==> config.mk <==
export PLATFORM = sky130hd
export DESIGN_NAME = dmem_access_ctrl
export DESIGN_NICKNAME = d
export VERILOG_FILES = /design/src/rtl/dmem_access_ctrl.sv
export SDC_FILE = /design/constraint.sdc
export NUM_CORES = 1
export LEC_CHECK = 0
export BUFFER_PORTS_ARGS = -buffer_cell sky130_fd_sc_hd__buf_2
export CORE_MARGIN = 5
export CORE_UTILIZATION = 35
export CTS_CLUSTER_DIAMETER = 200
export DETAILED_ROUTE_END_ITERATION = 8
export HOLD_SLACK_MARGIN = 0.1
export PLACE_DENSITY_LB_ADDON = 0.3
export RECOVER_POWER = 50
export SLEW_MARGIN = 0
export SYNTH_ARGS = -nofsm -noshare
export SYNTH_HDL_FRONTEND = slang
export SYNTH_SLANG_ARGS = --single-unit
export TNS_END_PERCENT = 100
==> constraint.sdc <==
create_clock -name clk -period 1.8 [get_ports clk]
set_clock_uncertainty 0.05 [all_clocks]
set_input_delay 0 -clock clk [delete_from_list [all_inputs] [get_ports clk]]
set_output_delay 0 -clock clk [all_outputs]
set_load 0.005 [all_outputs]
==> src/rtl/dmem_access_ctrl.sv <==
// M-stage load/store controller: drives a request/response data-memory bus,
// holds the pipeline through waitM, and handles lanes, extension and timeout.
module dmem_access_ctrl #(
  parameter int unsigned TIMEOUT = 255
) (
  input  logic        clk,
  input  logic        rst_n,
  input  logic        MemReqM,
  input  logic        MemWriteM,
  input  logic [2:0]  funct3M,
  input  logic [31:0] ALUResultM,
  input  logic [31:0] WriteDataM,
  output logic        waitM,
  output logic [31:0] ReadDataM,
  output logic        misalignM,
  output logic        bus_errM,
  output logic        bus_req,
  output logic        bus_we,
  output logic [31:0] bus_addr,
  output logic [3:0]  bus_be,
  output logic [31:0] bus_wdata,
  input  logic        bus_gnt,
  input  logic        bus_rvalid,
  input  logic [31:0] bus_rdata
);

  localparam int unsigned CW = $clog2(TIMEOUT + 1);

  typedef enum logic [1:0] {IDLE, REQ, RSP, DONE} state_t;

  state_t        state, state_nxt;
  logic [CW-1:0] cnt;
  logic [31:0]   addr_q, wdata_q;
  logic [3:0]    be_q;
  logic [2:0]    f3_q;
  logic          we_q;

  logic          legal, start, err_set, timeout_hit;
  logic [3:0]    be_d;
  logic [31:0]   wdata_d, shifted, ld_ext;

  always_comb begin
    legal = 1'b0;
    case (funct3M)
      3'b000:  legal = 1'b1;
      3'b001:  legal = ~ALUResultM[0];
      3'b010:  legal = (ALUResultM[1:0] == 2'b00);
      3'b100:  legal = ~MemWriteM;
      3'b101:  legal = ~MemWriteM & ~ALUResultM[0];
      default: legal = 1'b0;
    endcase
  end

  always_comb begin
    be_d    = 4'b1111;
    wdata_d = WriteDataM;
    case (funct3M[1:0])
      2'b00: begin
        be_d    = 4'b0001 << ALUResultM[1:0];
        wdata_d = {4{WriteDataM[7:0]}};
      end
      2'b01: begin
        be_d    = 4'b0011 << {ALUResultM[1], 1'b0};
        wdata_d = {2{WriteDataM[15:0]}};
      end
      default: begin
        be_d    = 4'b1111;
        wdata_d = WriteDataM;
      end
    endcase
  end

  always_comb begin
    shifted = bus_rdata >> {addr_q[1:0], 3'b000};
    case (f3_q)
      3'b000:  ld_ext = {{24{shifted[7]}}, shifted[7:0]};
      3'b001:  ld_ext = {{16{shifted[15]}}, shifted[15:0]};
      3'b100:  ld_ext = {24'h0, shifted[7:0]};
      3'b101:  ld_ext = {16'h0, shifted[15:0]};
      default: ld_ext = shifted;
    endcase
  end

  assign timeout_hit = (cnt == CW'(TIMEOUT - 1));

  // A store granted on the final allowed cycle still completes; a load cannot
  // finish in that cycle, so timeout wins over its grant.
  always_comb begin
    state_nxt = state;
    start     = 1'b0;
    err_set   = 1'b0;
    case (state)
      IDLE: begin
        if (MemReqM && legal) begin
          start     = 1'b1;
          state_nxt = REQ;
        end
      end
      REQ: begin
        if (bus_gnt && we_q) begin
          state_nxt = DONE;
        end else if (timeout_hit) begin
          err_set   = 1'b1;
          state_nxt = DONE;
        end else if (bus_gnt) begin
          state_nxt = RSP;
        end
      end
      RSP: begin
        if (bus_rvalid) begin
          state_nxt = DONE;
        end else if (timeout_hit) begin
          err_set   = 1'b1;
          state_nxt = DONE;
        end
      end
      DONE:    state_nxt = IDLE;
      default: state_nxt = IDLE;
    endcase
  end

  always_ff @(posedge clk or negedge rst_n) begin
    if (!rst_n) begin
      state     <= IDLE;
      cnt       <= '0;
      addr_q    <= '0;
      wdata_q   <= '0;
      be_q      <= '0;
      f3_q      <= '0;
      we_q      <= 1'b0;
      ReadDataM <= '0;
      bus_errM  <= 1'b0;
    end else begin
      state    <= state_nxt;
      bus_errM <= err_set;
      if (start) begin
        cnt     <= '0;
        addr_q  <= ALUResultM;
        wdata_q <= wdata_d;
        be_q    <= be_d;
        f3_q    <= funct3M;
        we_q    <= MemWriteM;
      end else if (state == REQ || state == RSP) begin
        cnt <= cnt + 1'b1;
      end
      if (err_set) begin
        ReadDataM <= '0;
      end else if (state == RSP && bus_rvalid) begin
        ReadDataM <= ld_ext;
      end
    end
  end

  assign waitM     = (state == IDLE && MemReqM && legal) || state == REQ || state == RSP;
  assign misalignM = (state == IDLE) && MemReqM && !legal;
  assign bus_req   = (state == REQ);
  assign bus_we    = (state == REQ) && we_q;
  assign bus_addr  = {addr_q[31:2], 2'b00};
  assign bus_be    = be_q;
  assign bus_wdata = wdata_q;

endmodule

==> results of run 1 <==
## metal layers
| layer | GRT usage | wire [µm] |
|---|---|---|
| met1 | 0.2254 | 7418 |
| met3 | 0.06595 | 1257 |
| met2 | 0.3052 | 8471 |
| met5 | 0 | 0 |
| met4 | 0.04524 | 214 |
## state kept, by name, indices dropped and copies added, names as in the netlist
name       count
addr_q        32
bus_errM       1
cnt            8
ReadDataM     32
f3_q           3
state          2
bus_be         4
we_q           1
bus_wdata     32
## through the flow
stage	cell area (µm²)	power, µW	util	worst slack (ns)	setup TNS (ns)
3_3_place_gp	6978	9192	0.4268	-0.02470	-0.2381
2_1_floorplan	5773	7670	-	-0.005869	-0.04695
3_5_place_dp	6978	9370	0.4268	-0.1071	-1.213
4_1_cts	8871	13460	0.5426	-0.04521	-0.2674
5_1_grt	8831	14240	0.5402	-0.1129	-1.370
6_report	8831	13310	0.5402	-0.03973	-0.2576
## repair_timing
item	CTS	global route
gates resized for setup	6	10
setup buffers	3	0
hold buffers	119	0
setup endpoints to repair	17	35
pin swaps	7	0
hold endpoints to repair	223	0
## synth_stat cells, types with 5 or more instances
cell type	count
o211ai_1	8
o221a_1	8
dfrtp_1	115
o21ai_1	31
inv_1	5
a211oi_2	8
mux2_2	7
clkbuf_1	17
a21oi_1	26
xor2_1	5
mux2_1	42
o2bb2ai_1	6
buf_2	9
nor2_1	49
buf_4	32
nand2_1	62
buf_1	5
mux2i_1	42
nor3_1	10
ha_1	6
## power by group through the flow
stage               registers [µW]  logic (µW)  clock network [µW]
finish                        4670        4930                3710
floorplan                     4580        3090                   0
global placement              4620        4570                   0
detailed placement            4680        4690                   0
CTS                           4660        4990                3810
global route                  4840        5480                3910
## cells by family after synthesis
| logic type | synth area share |
|---|---|
| DFF | 0.4993 |
| adders and majority gates | 0.01303 |
| muxes | 0.1765 |
| other | 0.0006507 |
| AOI/OAI and AO/OA | 0.1274 |
| buffers and inverters | 0.06969 |
| xor gates and xnor gates | 0.01064 |
| and+or+nand+nor | 0.1027 |
## how the worst max path moves through the flow
stage | from | endpoint | slack (ns) | cells past startpoint
after floorplan | addr_q[0] | ReadDataM[24] | -0.006 | 5
after CTS | addr_q[0] | ReadDataM[29] | -0.05 | 4
after global placement | addr_q[0] | ReadDataM[16] | -0.02 | 4
after global routing | addr_q[0] | ReadDataM[24] | -0.11 | 4
after detailed placement | addr_q[0] | ReadDataM[16] | -0.11 | 4
final | addr_q[0] | ReadDataM[29] | -0.04 | 4
## critical path, stage by stage, from the launching register on
cell	delay, ns
dfrtp_2	0.45
nand2b_4	0.16
mux4_2	0.52
o31a_4	0.37
a211oi_2	0.20
## layout by cell type, fill, tap and decap left out, drive strengths merged, types with 2 or more instances in the layout
master | netlist | final
buf | 47 | 209
dlygate4sd3 | 0 | 118
dfrtp | 115 | 115
nand2 | 62 | 62
nor2 | 49 | 49
mux2 | 49 | 49
clkbuf | 17 | 48
mux2i | 42 | 42
o21ai | 32 | 32
a21oi | 26 | 26
a211oi | 10 | 10
nor3 | 10 | 10
o221a | 8 | 8
o211ai | 8 | 8
o2bb2ai | 6 | 6
ha | 6 | 6
inv | 6 | 6
xor2 | 5 | 5
bufinv | 0 | 5
nand4 | 3 | 3
a21o | 3 | 3
and2 | 3 | 3
nand3 | 3 | 3
nor2b | 3 | 3
mux4 | 2 | 2
o22ai | 2 | 2
and3 | 2 | 2
xnor2 | 2 | 2
conb | 1 | 2
clkinvlp | 0 | 2
nand2b | 2 | 2
## area by class of cell
| class | count | area, µm² | area share |
|---|---|---|---|
| Multi-Input combinational cell | 352 | 2546 | 0.2883 |
| Clock inverter | 8 | 173.9 | 0.01969 |
| Inverter | 6 | 22.52 | 0.002550 |
| Clock buffer | 23 | 478.0 | 0.05412 |
| Timing Repair Buffer | 352 | 2456 | 0.2781 |
| Sequential cell | 115 | 2879 | 0.3260 |
| Tap cell | 220 | 275.3 | 0.03117 |
==> results.md, run 1 <==
- Final hold vios: 0
- R2R Setup Slk: -0.04 ns
- Drt wl/cell: 16.14 µm
- Routed via count: 5,169
- Row count: 47
- Initial drt markers: 192
- Unrepaired setup endpoints after global routing: true
- Max-cap viol count: 0
- First-pass GRT wire length: 28,820 µm
- Synth cell types: 47
- Critical Path Source Type: register
- Seq pwr share: 0.351
- Total power per unit cell area: 1507 nW/µm²
- Fillers: 1,477
- Worst R2R End: ReadDataM[29]
- Sinks on Clock Net: 115
- Hold crit path type: input port to register
- Final worst-path cycle share: 1.022
- Post-synth ARST share: 1.000
- Top Ports: 210
- Min-Delay Endpoint: bus_be[1]
- Die height: 138.3 µm
- Clock Latency Late Sink: 0.40 ns
- Hold_sp: funct3M[1]
- F_max: 0.5436 GHz
- Combinational fraction of design power: 0.370
- Sw power: 4364 µW
- Antenna-violating nets left: 0
- CTS root buf: clkbuf_16
- Slew margin rel.: 0.3472
- GP Congestion: 0.8534
- Largest net degree at the start of global routing: 49
- Avg Cell Area, Syn: 10.75 µm²
- Worst slew pin tran: 0.9792 ns
- R2r worst-path depth: 4
- DP Cell Count: 923
- Worst Slack Setup Final: -0.03973 ns
- Setup Crit Path Kind: register to register
- Switching share of power: 0.3279
- NumNets Final: 955
- Core ar.: 16,350 µm²
- Ant. Diodes: 0
- Clock Power Share: 0.279
- Mapped Cells: 536
- Worst path required time: 2.06 ns
- WL final: 17,360 µm
- EDFF count, synth: 0
- Endpoints failing setup: 16
- Max clock buf depth: 2
- Die Area: 19,130 µm²
- Number of buffers inserted during clock tree synthesis: 17
- Grt ovf: 0
- Initial antenna violation count: 0
- Slew Limit Fails: 0
- Crit Reg-Reg Startpoint: addr_q[0]
- Status: complete, but fails checks
- Worst hold margin: 0.1710 ns
- Port bufs: 207
- Min Tclk post-route: 1.840 ns
- Area Growth Syn to Fin: 53.23%
- Gr usage total: 0.1824
- Drt drc: 0
- Synthesis-stage register bit count: 115
- CTS tree: yes
- Yosys warnings: 0
- VDD IR max: 0.0007013 V
- Vias in the first global route: 5,560
- Final cell count without fillers: 1,076
- H-tree Lvls: 4
- Via density: 4.804
- Mapped cell area: 5763 µm²
- Pint: 8947 µW
- LEAKAGE: 0.004176 µW
- Violated checks: setup timing
- Post-synth top flop: dfrtp_1
- Initial core utilization: 0.3525
- Sequential share of the synthesized area: 0.4993
- Synth area leaders: dfrtp_1 50%, mux2_1 8.2%, mux2i_1 7.3%, buf_4 4.2%, nand2_1 4.0%
- Synth area leader: dfrtp_1
- Hold depth: 4
- DP HPWL: 11,990 µm
- Worst Setup End Kind: register
- Worst EP arrival: 2.10 ns
- Die width: 138.3 µm
- Layout cells sized above 1: 0.3236
- Worst Path Max Fanout: 8
- Reg clk slew, reported paths: 0.05 ns
- Drt pass-1 iters: 5
- Top cell type's share of synthesized area: 0.4993
No activity file was read; power rests on OpenSTA's default activity.
==> run 2: changes to the inputs <==
Clock period 1.8 ns to 2.2 ns, I/O delays scaled along.
==> results.md, run 2 (same netlist as run 1, synthesis figures left out) <==
- Critical path launch point: addr_q[0]
- Slew margin rel.: 0.08570 (-0.2615)
- Via density: 4.866 (+1.3%)
- Core ar.: 16,350 µm² (unchanged)
- Unrepaired setup endpoints after global routing: false
- Reg clk slew, reported paths: 0.05 ns (about the same)
- Total power per unit cell area: 1222 nW/µm² (-19%)
- Commonest non-fill, non-tap cell in the layout: buf_2
- Sinks on Clock Net: 115 (unchanged)
- LEAKAGE: 0.003996 µW (-4.3%)
- Drt pass-1 iters: 4 (-1)
- R2R Setup Slk: 0.19 ns (+0.23 ns)
- Drt drc: 0 (unchanged)
- Area Growth Syn to Fin: 49.63%
- First-pass GRT wire length: 29,800 µm (+3.4%)
- Vias in the first global route: 5,713 (+2.8%)
- Hold crit path type: input port to register
- Final worst-path cycle share: 0.9151 (-0.1069)
- Row count: 47 (unchanged)
- Layout cells sized above 1: 0.2671 (-0.05646)
- Max clock buf depth: 2 (unchanged)
- Final hold vios: 0 (unchanged)
- VDD IR max: 0.0006176 V (-12%)
- CTS tree: yes
- Worst path required time: 2.41 ns (+0.35 ns)
- Largest net degree at the start of global routing: 53 (+8.2%)
- Worst Path Max Fanout: 24 (+16)
- Critical Path Source Type: register
- Cell chain of the critical path: buf_6 -> mux2i_1 -> dlygate4sd3_1 -> o2bb2ai_1 -> a21oi_1 -> nor3_1
- Most frequent cells in the layout: 154 x buf_2, 120 x dlygate4sd3_1, 114 x dfrtp_1
- Number of buffers inserted during clock tree synthesis: 17 (unchanged)
- F_max: 0.4967 GHz (-8.6%)
- Drt wl/cell: 16.92 µm (+4.9%)
- Max stage delay cell, worst path: dlygate4sd3_1
- WL final: 18,040 µm (+3.9%)
- Worst Setup End Kind: register
- Setup TNS: 0 ns (+0.2576 ns)
- Crit Reg-Reg Startpoint: addr_q[0]
- R2r worst-path depth: 6 (+2)
- Port bufs: 207 (unchanged)
- Status: complete, no violations
- DP HPWL: 12,280 µm (+2.4%)
- Setup Slack @ Placement: 0.2747 ns (+0.3818 ns)
- Die width: 138.3 µm (unchanged)
- Ant. Diodes: 0 (unchanged)
- Worst R2R End: ReadDataM[12]
- Worst slew pin tran: 1.371 ns (+0.3923 ns)
- Crit path capture: ReadDataM[12]
- Setup Crit Path Kind: register to register
- Min Tclk post-route: 2.013 ns (+0.1735 ns)
- CTS root buf: clkbuf_16
- Initial antenna violation count: 0 (unchanged)
- Worst EP arrival: 2.23 ns (+0.13 ns)
- H-tree Lvls: 4 (unchanged)
- Top Ports: 210 (unchanged)
- NumNets Final: 945 (-1.0%)
- GP Congestion: 0.8790 (+3.0%)
- Clock Latency Late Sink: 0.41 ns (about the same)
- Grt ovf: 0 (unchanged)
- Worst Slack Setup Final: 0.1867 ns (+0.2265 ns)
- Initial core utilization: 0.3525 (unchanged)
- Endpoints failing setup: 0 (-16)
- Initial drt markers: 191 (-0.52%)
- Antenna-violating nets left: 0 (unchanged)
- CP max stage delay: 0.58 ns (+0.06 ns)
- Gr usage total: 0.1905 (+0.008047)
- Max-cap viol count: 0 (unchanged)
- Die Area: 19,130 µm² (unchanged)
- Routed via count: 5,187 (+0.35%)
- Slew Limit Fails: 0 (unchanged)
- Die height: 138.3 µm (unchanged)
run 2: worst min-delay path by stage:
stage / from / endpoint / slack [ns] / depth (start not counted)
after floorplan: rst_n / ReadDataM[0] / -0.35 / 0
after global placement: rst_n / addr_q[14] / 0.03 / 1
after detailed placement: rst_n / addr_q[14] / 0.05 / 1
after CTS: bus_rdata[7] / ReadDataM[7] / 0.12 / 4
after global routing: bus_rdata[7] / ReadDataM[7] / 0.14 / 4
final: funct3M[1] / cnt[0] / 0.12 / 5
run 2: area by class of cell:
cell class | count | area, µm²
sequential | 115 | 2879
clock inverter | 12 | 157.7
fill | 1469 | 7725
clock buffer | 19 | 452.9
multi-input combinational | 352 | 2501
inverter | 6 | 22.52
tap | 220 | 275.3
timing repair buffer | 342 | 2335
run 2: timing repair:
item	CTS	global route
setup buffers	0	0
hold buffers	120	0
gates resized for setup	0	3
hold endpoints to repair	223	0
setup endpoints to repair	0	2
run 2: metal layers:
metal | global-route usage | vias up | share of wire
met1 | 0.2264 | 2491 | 0.42
met2 | 0.3181 | 224 | 0.48
met4 | 0.05980 | 0 | 0.017
li1 | - | 2445 | -
met5 | 0 | - | 0
met3 | 0.07562 | 27 | 0.081
run 2: report_power, final:
| group | switching, µW | total (µW) | internal, µW |
|---|---|---|---|
| combinational | 1960 | 3880 | 1920 |
| sequential | 681 | 3840 | 3160 |
| clock | 983 | 2820 | 1830 |
| total | 3630 | 10500 | 6910 |
run 2: critical path, delay by kind of cell (launching register included):
kind | cells | cell delay, ns
mux | 1 | 0.23
flops | 1 | 0.45
compound gates | 2 | 0.21
simple gates | 1 | 0.06
buf+inv | 2 | 0.86
run 2: stage by stage:
step / std cells / utilization / area (µm²) / hold slack [ns] / total power, µW
after floorplan: 537 / - / 5767 / -0.3456 / 6269
after global placement: 915 / 0.4206 / 6875 / 0.03453 / 7470
after detailed placement: 915 / 0.4206 / 6875 / 0.04833 / 7628
after CTS: 1066 / 0.5314 / 8687 / 0.1215 / 10730
after global routing: 1066 / 0.5275 / 8623 / 0.1434 / 11300
final: 1066 / 0.5275 / 8623 / 0.1200 / 10540
==> run 3: changes to the inputs <==
Settings changed: GPL_TIMING_DRIVEN set to 0.
==> results.md, run 3 (same netlist as run 1, synthesis figures left out) <==
- Status: complete, no violations
- Crit Reg-Reg Startpoint: state[1]
- F_max: 0.4879 GHz (-1.8%)
- Gr usage total: 0.1998 (+0.009283)
- Worst slew pin tran: 1.125 ns (-0.2469 ns)
- H-tree Lvls: 4 (unchanged)
- Worst Setup End Kind: register
- Antenna-violating nets left: 0 (unchanged)
- GP Congestion: 0.8439 (-4.0%)
- Seq pwr share: 0.349 (-0.015)
- Port bufs: 205 (-0.97%)
- Slew margin rel.: 0.2503 (+0.1646)
- Clock Latency Late Sink: 0.41 ns (about the same)
- Number of buffers inserted during clock tree synthesis: 17 (unchanged)
- Final worst-path cycle share: 0.9316 (+0.01652)
- Initial drt markers: 229 (+20%)
- Slew Limit Fails: 0 (unchanged)
- Final hold vios: 0 (unchanged)
- Total power per unit cell area: 1233 nW/µm² (+0.91%)
- Via density: 4.785 (-1.7%)
- CTS tree: yes
- Hold crit path type: input port to register
- Worst Path Max Fanout: 10 (-58%)
- Commonest non-fill, non-tap cell in the layout: buf_2
- Drt pass-1 iters: 6 (+2)
- Combinational fraction of design power: 0.392 (+0.024)
- Die width: 138.3 µm (unchanged)
- First-pass GRT wire length: 31,170 µm (+4.6%)
- Switching share of power: 0.3388 (-0.005330)
- VDD IR max: 0.0005864 V (-5.0%)
- Die Area: 19,130 µm² (unchanged)
- Worst path required time: 2.44 ns (+0.03 ns)
- Row count: 47 (unchanged)
- Vias in the first global route: 5,841 (+2.2%)
- Hold_sp: bus_rdata[9]
- Routed via count: 5,326 (+2.7%)
- Most frequent cells in the layout: 146 x buf_2, 119 x dlygate4sd3_1, 115 x dfrtp_1
- CTS root buf: clkbuf_16
- Max-cap viol count: 0 (unchanged)
- Area Growth Syn to Fin: 52.84%
- Setup TNS: 0 ns (unchanged)
- NumNets Final: 991 (+4.9%)
- Drt drc: 0 (unchanged)
- Core ar.: 16,350 µm² (unchanged)
- Sw power: 3681 µW (+1.5%)
- Min Tclk post-route: 2.050 ns (+0.03635 ns)
- DP Cell Count: 963 (+5.2%)
- Clock Power Share: 0.258 (-0.009)
- Die height: 138.3 µm (unchanged)
- Initial antenna violation count: 0 (unchanged)
- Largest net degree at the start of global routing: 78 (+47%)
- Initial core utilization: 0.3525 (unchanged)
- Worst EP arrival: 2.28 ns (+0.05 ns)
- Sinks on Clock Net: 115 (unchanged)
- DP HPWL: 12,760 µm (+3.9%)
- Pint: 7183 µW (+3.9%)
- Max clock buf depth: 2 (unchanged)
- Final cell count without fillers: 1,113 (+4.4%)
- LEAKAGE: 0.004113 µW (+2.9%)
- Unrepaired setup endpoints after global routing: false
- Layout cells sized above 1: 0.2732 (+0.006097)
- Reg clk slew, reported paths: 0.05 ns (about the same)
- Critical path launch point: state[1]
- Ant. Diodes: 0 (unchanged)
- Top Ports: 210 (unchanged)
- WL final: 18,800 µm (+4.2%)
- Endpoints failing setup: 0 (unchanged)
- Drt wl/cell: 16.89 µm (-0.20%)
- Grt ovf: 0 (unchanged)
- Critical Path Source Type: register
- Setup Crit Path Kind: register to register
[run 3: cell count changes in the layout (fill, tap and decap cells not counted), sizes merged]
cell         change
clkbuf          +53
clkinvlp         -2
buf              -3
dlygate4sd3      -1
[run 3: final cells by class]
| class | count | area (µm²) |
|---|---|---|
| Sequential cell | 115 | 2878 |
| Buffer | 62 | 391.6 |
| Inverter | 6 | 22.52 |
| Clock buffer | 22 | 464.2 |
| Multi-Input combinational cell | 352 | 2495 |
| Tap cell | 220 | 275.3 |
| Clock inverter | 10 | 131.4 |
| Fill cell | 1486 | 7540 |
| Timing Repair Buffer | 326 | 2151 |
[run 3: power groups by stage]
stage | combinational, µW | clock (µW) | sequential [µW]
after floorplan | 2520 | 0 | 3750
after global placement | 4140 | 0 | 3780
after detailed placement | 4200 | 0 | 3800
after CTS | 4440 | 2870 | 3780
after global routing | 4770 | 3000 | 3950
final | 4260 | 2810 | 3790
[run 3: stage by stage]
| stage | total power (µW) | hold WS [ns] | cell area, µm² | worst slack [ns] | util |
|---|---|---|---|---|---|
| floorplan | 6269 | -0.3456 | 5767 | 0.3395 | - |
| global placement | 7920 | 0.1609 | 7068 | -0.5096 | 0.4323 |
| detailed placement | 8002 | -0.1088 | 7102 | -0.2321 | 0.4344 |
| CTS | 11090 | 0.1098 | 8916 | 0.004767 | 0.5454 |
| global route | 11710 | 0.1546 | 8808 | 0.004224 | 0.5388 |
| finish | 10860 | 0.1369 | 8808 | 0.1504 | 0.5388 |
[run 3: final timing paths]
| kind | end | slack, ns | depth (start not counted) |
|---|---|---|---|
| min | ReadDataM[9] | 0.14 | 5 |
| max in group asynchronous | cnt[3] | 0.33 | 4 |
| min reg2reg | bus_wdata[25] | 0.43 | 2 |
| min in group asynchronous | ReadDataM[1] | 0.96 | 4 |
| max reg2reg | bus_wdata[0] | 0.15 | 7 |
| max | bus_wdata[0] | 0.15 | 7 |
[run 3: critical path, stage by stage (launching register included)]
cell and delay [ns]:
dfrtp_1 0.37, inv_1 0.10, ha_1 0.21, nand2_1 0.12, o21bai_1 0.16, clkbuf_4 0.29
clkbuf_4 0.27, mux2_1 0.36
[run 3: routing by layer]
layer / GRT usage / routed length, µm / vias to the layer above
met1: 0.2454 / 7936 / 2549
met3: 0.07113 / 1498 / 19
li1: - / - / 2534
met2: 0.3379 / 9149 / 224
met4: 0.04732 / 211 / 0
met5: 0 / 0 / -
[run 3: what timing repair did]
item                       in CTS  in global routing
hold endpoints to repair      225                  0
setup endpoints to repair      20                 79
buffers inserted                0                  0
resized for setup               3                 10
hold buffers                  120                  0
